--- src/rtl/ground_pkg.sv ---
// Shared types and defaults for the scrolling ground strip: FSM state,
// default geometry constants and the offset-width helper.
package ground_pkg;

  typedef enum logic {
    ST_IDLE = 1'b0,
    ST_RUN  = 1'b1
  } state_e;

  localparam int DEF_TILE_W       = 40;
  localparam int DEF_TILE_CNT     = 4;
  localparam int DEF_STRIP_H      = 8;
  localparam int DEF_STRIP_Y      = 400;
  localparam int DEF_SPEED_W      = 4;
  localparam int DEF_MAX_SPEED    = 8;
  localparam int DEF_ACCEL_FRAMES = 256;

  // Bits needed to index 0..n-1, never less than one.
  function automatic int pos_width(input int n);
    return (n > 1) ? $clog2(n) : 1;
  endfunction

endpackage

--- src/rtl/ground_pattern_ram.sv ---
// Ground pattern storage: STRIP_H rows of PATTERN_W bits, one write port,
// one combinational bit-read port. Resets to a single solid middle row.
module ground_pattern_ram
  import ground_pkg::*;
#(
  parameter  int STRIP_H   = DEF_STRIP_H,
  parameter  int PATTERN_W = DEF_TILE_W * DEF_TILE_CNT,
  localparam int ROW_W     = pos_width(STRIP_H),
  localparam int POS_W     = pos_width(PATTERN_W)
) (
  input  logic                 clk,
  input  logic                 N_rst,
  input  logic                 wr_en,
  input  logic [ROW_W-1:0]     wr_row,
  input  logic [PATTERN_W-1:0] wr_data,
  input  logic [ROW_W-1:0]     rd_row,
  input  logic [POS_W-1:0]     rd_col,
  output logic                 rd_bit
);

  logic [PATTERN_W-1:0] mem_q [STRIP_H];

  // NOTE: this array is plain flops, not a RAM macro, so it can and must be
  // reset to give a visible ground line before any pattern is loaded.
  always_ff @(posedge clk or negedge N_rst) begin
    if (!N_rst) begin
      for (int r = 0; r < STRIP_H; r++) begin
        mem_q[r] <= (r == STRIP_H / 2) ? {PATTERN_W{1'b1}} : {PATTERN_W{1'b0}};
      end
    end else if (wr_en && (int'(wr_row) < STRIP_H)) begin
      mem_q[wr_row] <= wr_data;
    end
  end

  assign rd_bit = mem_q[rd_row][rd_col];

endmodule

--- src/rtl/ground_scroller.sv ---
// Horizontally scrolling ground strip for a VGA scene. Define GROUND_ACCEL_EN
// to let the scroll speed ramp up every ACCEL_FRAMES frames while running.
module ground_scroller
  import ground_pkg::*;
#(
  parameter  int TILE_W       = DEF_TILE_W,
  parameter  int TILE_CNT     = DEF_TILE_CNT,
  parameter  int STRIP_H      = DEF_STRIP_H,
  parameter  int STRIP_Y      = DEF_STRIP_Y,
  parameter  int SPEED_W      = DEF_SPEED_W,
  parameter  int MAX_SPEED    = DEF_MAX_SPEED,
  parameter  int ACCEL_FRAMES = DEF_ACCEL_FRAMES,
  localparam int PATTERN_W    = TILE_W * TILE_CNT,
  localparam int POS_W        = pos_width(PATTERN_W),
  localparam int ROW_W        = pos_width(STRIP_H)
) (
  input  logic                 clk,
  input  logic                 N_rst,
  input  logic [8:0]           row_addr,
  input  logic [9:0]           col_addr,
  input  logic                 game_status,
  input  logic                 fresh,
  input  logic                 pat_valid,
  output logic                 pat_ready,
  input  logic [ROW_W-1:0]     pat_row,
  input  logic [PATTERN_W-1:0] pat_data,
  output logic [POS_W-1:0]     ground_position,
  output logic [SPEED_W-1:0]   speed,
  output logic                 px
);

  // Wide enough for the largest column plus the largest offset.
  localparam int COL_W = (pos_width(1024 + PATTERN_W) > 11) ? pos_width(1024 + PATTERN_W) : 11;

  state_e             state_q, state_d;
  logic               fresh_q;
  logic               frame_tick;
  logic               running;
  logic [POS_W-1:0]   pos_q, pos_d;
  logic [POS_W:0]     pos_sum;
  logic               px_q, px_d;
  logic               in_strip;
  logic [COL_W-1:0]   col_sum;
  logic [POS_W-1:0]   col_idx;
  logic [ROW_W-1:0]   rd_row;
  logic               rd_bit;
  logic [SPEED_W-1:0] speed_w;

  assign frame_tick = fresh_q & ~fresh;
  // A falling game_status takes effect this cycle, not one cycle later.
  assign running    = (state_q == ST_RUN) && game_status;

  ground_pattern_ram #(
    .STRIP_H   (STRIP_H),
    .PATTERN_W (PATTERN_W)
  ) u_ram (
    .clk     (clk),
    .N_rst   (N_rst),
    .wr_en   (pat_valid && pat_ready),
    .wr_row  (pat_row),
    .wr_data (pat_data),
    .rd_row  (rd_row),
    .rd_col  (col_idx),
    .rd_bit  (rd_bit)
  );

  // NOTE: every always_comb output gets a default first so no path can
  // leave it unassigned and infer a latch.
  always_comb begin
    state_d  = game_status ? ST_RUN : ST_IDLE;
    pos_sum  = {1'b0, pos_q} + (POS_W+1)'(speed_w);
    if (pos_sum >= (POS_W+1)'(PATTERN_W)) begin
      pos_sum = pos_sum - (POS_W+1)'(PATTERN_W);
    end
    pos_d    = pos_q;
    if (running && frame_tick) begin
      pos_d = POS_W'(pos_sum);
    end
    in_strip = ({1'b0, row_addr} >= 10'(STRIP_Y)) &&
               ({1'b0, row_addr} <  10'(STRIP_Y + STRIP_H));
    rd_row   = ROW_W'(row_addr - 9'(STRIP_Y));
    col_sum  = COL_W'(col_addr) + COL_W'(pos_q);
    col_idx  = POS_W'(col_sum % COL_W'(PATTERN_W));
    px_d     = running && in_strip && rd_bit;
  end

  // NOTE: sequential state uses non-blocking assignments so all flops
  // update together from values sampled at the same edge.
  always_ff @(posedge clk or negedge N_rst) begin
    if (!N_rst) begin
      state_q <= ST_IDLE;
      fresh_q <= 1'b0;
      pos_q   <= '0;
      px_q    <= 1'b0;
    end else begin
      state_q <= state_d;
      fresh_q <= fresh;
      pos_q   <= pos_d;
      px_q    <= px_d;
    end
  end

`ifdef GROUND_ACCEL_EN
  localparam int CNT_W = pos_width(ACCEL_FRAMES);

  logic [CNT_W-1:0]   cnt_q, cnt_d;
  logic [SPEED_W-1:0] speed_q, speed_d;

  always_comb begin
    cnt_d   = cnt_q;
    speed_d = speed_q;
    if (!running) begin
      cnt_d   = '0;
      speed_d = SPEED_W'(1);
    end else if (frame_tick) begin
      if (cnt_q == CNT_W'(ACCEL_FRAMES - 1)) begin
        cnt_d = '0;
        if (speed_q < SPEED_W'(MAX_SPEED)) begin
          speed_d = speed_q + SPEED_W'(1);
        end
      end else begin
        cnt_d = cnt_q + CNT_W'(1);
      end
    end
  end

  always_ff @(posedge clk or negedge N_rst) begin
    if (!N_rst) begin
      cnt_q   <= '0;
      speed_q <= SPEED_W'(1);
    end else begin
      cnt_q   <= cnt_d;
      speed_q <= speed_d;
    end
  end

  assign speed_w = speed_q;
`else
  assign speed_w = SPEED_W'(1);
`endif

  assign pat_ready       = (state_q == ST_IDLE);
  assign ground_position = pos_q;
  assign speed           = speed_w;
  assign px              = px_q;

endmodule

--- config.mk ---
export PLATFORM = sky130hd
export DESIGN_NAME = ground_scroller
export DESIGN_NICKNAME = d
export VERILOG_FILES = /design/src/rtl/ground_pkg.sv /design/src/rtl/ground_pattern_ram.sv /design/src/rtl/ground_scroller.sv
export SDC_FILE = /design/constraint.sdc
export NUM_CORES = 2
export LEC_CHECK = 0
export ABC_AREA = 1
export CAP_MARGIN = 30
export CORE_UTILIZATION = 30
export CTS_CLUSTER_DIAMETER = 50
export DETAILED_ROUTE_END_ITERATION = 8
export GPL_ROUTABILITY_DRIVEN = 0
export SYNTH_ARGS = -nofsm -noshare
export SYNTH_HDL_FRONTEND = slang
export SYNTH_SLANG_ARGS = --single-unit
--- constraint.sdc ---
create_clock -name clk -period 3 [get_ports clk]
set_input_delay 0.75 -clock clk [delete_from_list [all_inputs] [get_ports clk]]
set_output_delay 0.75 -clock clk [all_outputs]
set_load 0.02 [all_outputs]
==> key figures <==
Status
  • Status: completed

Setup path
  • CP Capture Type: register
  • CP max FO: 5
  • Worst Reg-to-Reg Cells: 26
  • Data arrival, critical path: 3740 ps
  • Worst r2r src: ground_position[0]
  • Critical path class: register to register
  • CP Launch Type: register
  • Reg-to-Reg End: px
  • CP required: 3750 ps
  • R2R Setup Slk: 9 ps

Route
  • Vias: 52200
  • Routed wire length: 200.1 mm
  • Via density: 5.035
  • Final ANT Viol Nets: 0
  • Drt drc: 0
  • Routed wire per std cell: 19.30 um
  • Total iterations of the first detailed-routing run: 7
  • Initial drt markers: 5281

STA
  • Skew final: 59.79 ps
  • Max frequency: 334.3 MHz
  • Final-report setup violation count: 0
  • Actual slew at the worst max-slew pin: 700.7 ps
  • Worst slew margin relative to its limit: 0.5329
  • Final Cycle Share: 0.9971
  • Hold Slack: 396.7 ps
  • Hold Violations, Final: 0
  • Setup ws final: 8.727 ps
  • Max-slew violations: 0
  • RSZ-0062 raised after global routing: yes
  • Minimum clock period: 2991 ps

Placed design
  • # port buffers: 196
  • Post-Place Worst Slack: -1106 ps
  • Placed wire-length estimate: 135.4 mm
  • Placed cell area: 0.06842 sq mm
  • Dpl cells: 10060

Synthesis
  • Syn avg cell area: 8.173 sq um
  • Most common cell in the netlist: nand2_1
  • EDFF count, synth: 0
  • Post-synth ARST share: 1.000
  • Top-area cell type share of the netlist area: 0.4778
  • Post-synthesis cell area: 0.05923 sq mm
  • Instance count of the mapped netlist: 7247
  • Post-synthesis register bit count: 1291
  • Warnings from Yosys: 0
  • Synth top area cells: dfrtp_1 48%, o21ai_0 14%, nand2_1 12%, dfstp_2 7.1%, nand3_1 3.7%
  • Sequential area share after synthesis: 0.5488
  • Commonest cells post-synth: 1896 x nand2_1, 1665 x o21ai_0, 1131 x dfrtp_1, 462 x inv_1, 438 x nand3_1
  • Yosys cell types: 53
  • Leading area contributor after synthesis: dfrtp_1
  • Main synth FF type: dfrtp_1

Clock tree
  • CTS buffer count: 162
  • Clk Tree Root Cell: clkbuf_16
  • Clock-pin transition on the worst setup and hold timing paths: 60 ps
  • Clk Latency, worst-skew pair: 830 ps
  • CTS tree: done
  • CTS Buffer Depth: 3
  • CTS sink count: 1291
  • H-tree levels: 4

Floorplanning
  • Core area: 0.1956 sq mm
  • I/O pin cnt: 201
  • Core Rows: 162
  • Chip height: 446.3 um
  • Die W: 446.3 um
  • Die ar.: 0.1992 sq mm
  • Starting Density: 0.3028

GRT
  • Initial antenna violation count: 14
  • Largest net degree at the start of global routing: 131
  • Global-route wire length before repair: 310.2 mm
  • GRT Total Usage: 0.1995
  • Vias in the first global route: 51050
  • Congestion Overflow GR: 0

Power and ir drop
  • Power Density: 780.1 mW/mm^2
  • Logic pwr share: 0.249
  • P_sw: 18.59 mW
  • Reg power frac: 0.401
  • Pleak: 33.49 nW
  • Clock share of power: 0.350
  • Worst VDD drop: 0.6284 mV
  • Sw frac: 0.3212
  • Pint: 39.30 mW
  • Pwr Total: 57.89 mW

Final layout
  • Nets: 7800
  • Synth-to-Final Area Change: 25.29%
  • Post-Layout Cell Count: 10370
  • Share of layout cells above drive strength 1: 0.1339
  • Fillers: 19730
  • Final instance area: 0.07421 sq mm

Worst hold path
  • Hold depth: 1
  • Worst min-delay path category: primary input to register
  • WHS Endpoint: state_q
  • Hold Path Origin: game_status

Run
  • Max-cap violations: 0
what timing repair did:
item,CTS,global route
pin swaps,9,7
endpoints found under the setup margin,1,1
hold endpoints to repair,22,0
hold buffers,1,0
resized for setup,14,6
buffers inserted,3,2
layer usage:
layer / track usage / up-vias / wire (um)
met5: 0 / - / 149
met4: 0.07320 / 22 / 7085
met3: 0.03191 / 344 / 11370
met2: 0.3250 / 1637 / 94210
li1: - / 24730 / -
met1: 0.2662 / 25460 / 87270
metrics by stage:
step                      setup TNS, ps  utilization
final                                 0       0.3794
after global routing             -185.5       0.3794
after CTS                        -42.39       0.3791
after detailed placement          -1106       0.3498
after global placement            -1076       0.3498
after floorplan                  -133.5            -
final cells by class:
cell class	instances	area, sq um	share of cell area
flip-flops and latches	1291	32510	0.4380
multi-input cells	4931	22960	0.3094
repair buffers	744	8010	0.1079
clock buffers	229	4577	0.06168
well taps	2624	3283	0.04424
inverters	471	1789	0.02411
clock inverters	73	1076	0.01450
diodes	3	7.507	0.0001012
worst max-delay path: stages, from the launching register on:
cell	delay (ps)
dfrtp_1	390
ha_4	150
inv_2	40
fa_2	340
o21ai_2	140
nand3_1	100
nand2_2	110
nand2_2	70
inv_2	70
nand2_2	70
nand2_4	80
nand2_4	60
nand2_4	70
nand3_2	80
nand2_2	100
nand2_4	70
nand2_4	90
nand3_2	130
nand3_4	110
nand2_4	90
nand2_4	80
nand2_4	50
nand2_2	70
nand3b_1	90
nand2_1	70
nand2_1	50
a21oi_2	120
flip-flops by register name, summed over array words and instances, names as in the netlist:
name,cells
ground_position,8
u_ram.mem_q,1280
fresh_q,1
px,1
state_q,1
cells in the final DEF, fill, tap and decap left out, types with 160 or more instances in the layout:
cell,count
dfrtp_1,1131
dfstp_2,160
o21ai_0,1664
nand2_1,1888
clkdlybuf4s50_1,191
clkbuf_16,163
buf_4,395
inv_1,459
nand3_1,432
a21oi_1,421
nor2_1,262
how the worst max path moves through the flow:
| stage | from | endpoint | slack, ps |
|---|---|---|---|
| global placement | col_addr[0] | px | -1080 |
| finish | ground_position[0] | px | 9 |
| floorplan | col_addr[0] | px | -130 |
| global route | ground_position[0] | px | -190 |
| CTS | ground_position[0] | px | -40 |
| detailed placement | col_addr[0] | px | -1110 |
power groups by stage:
| stage | Clock, mW | Combinational [mW] | Sequential [mW] |
|---|---|---|---|
| finish | 20.3 | 14.4 | 23.2 |
| global route | 21.4 | 16.0 | 23.6 |
| CTS | 20.6 | 14.4 | 23.2 |
| detailed placement | 0 | 14.2 | 23.4 |
| global placement | 0 | 13.9 | 23.3 |
| floorplan | 0 | 7.59 | 23.0 |
logic make-up (layout without fill, tap and decap cells):
| family | after synthesis | in the layout | share of synthesized area |
|---|---|---|---|
| AOI/OAI and AO/OA | 2268 | 2268 | 0.2008 |
| buffers and inverters | 1027 | 1517 | 0.06707 |
| adders and majority gates | 12 | 12 | 0.002662 |
| xor gates and xnor gates | 12 | 12 | 0.001774 |
| and+or+nand+nor | 2635 | 2635 | 0.1788 |
| other | 2 | 7 | 0.0001268 |
| DFF | 1291 | 1291 | 0.5488 |
Note: power is estimated with default switching activity, not from simulation.
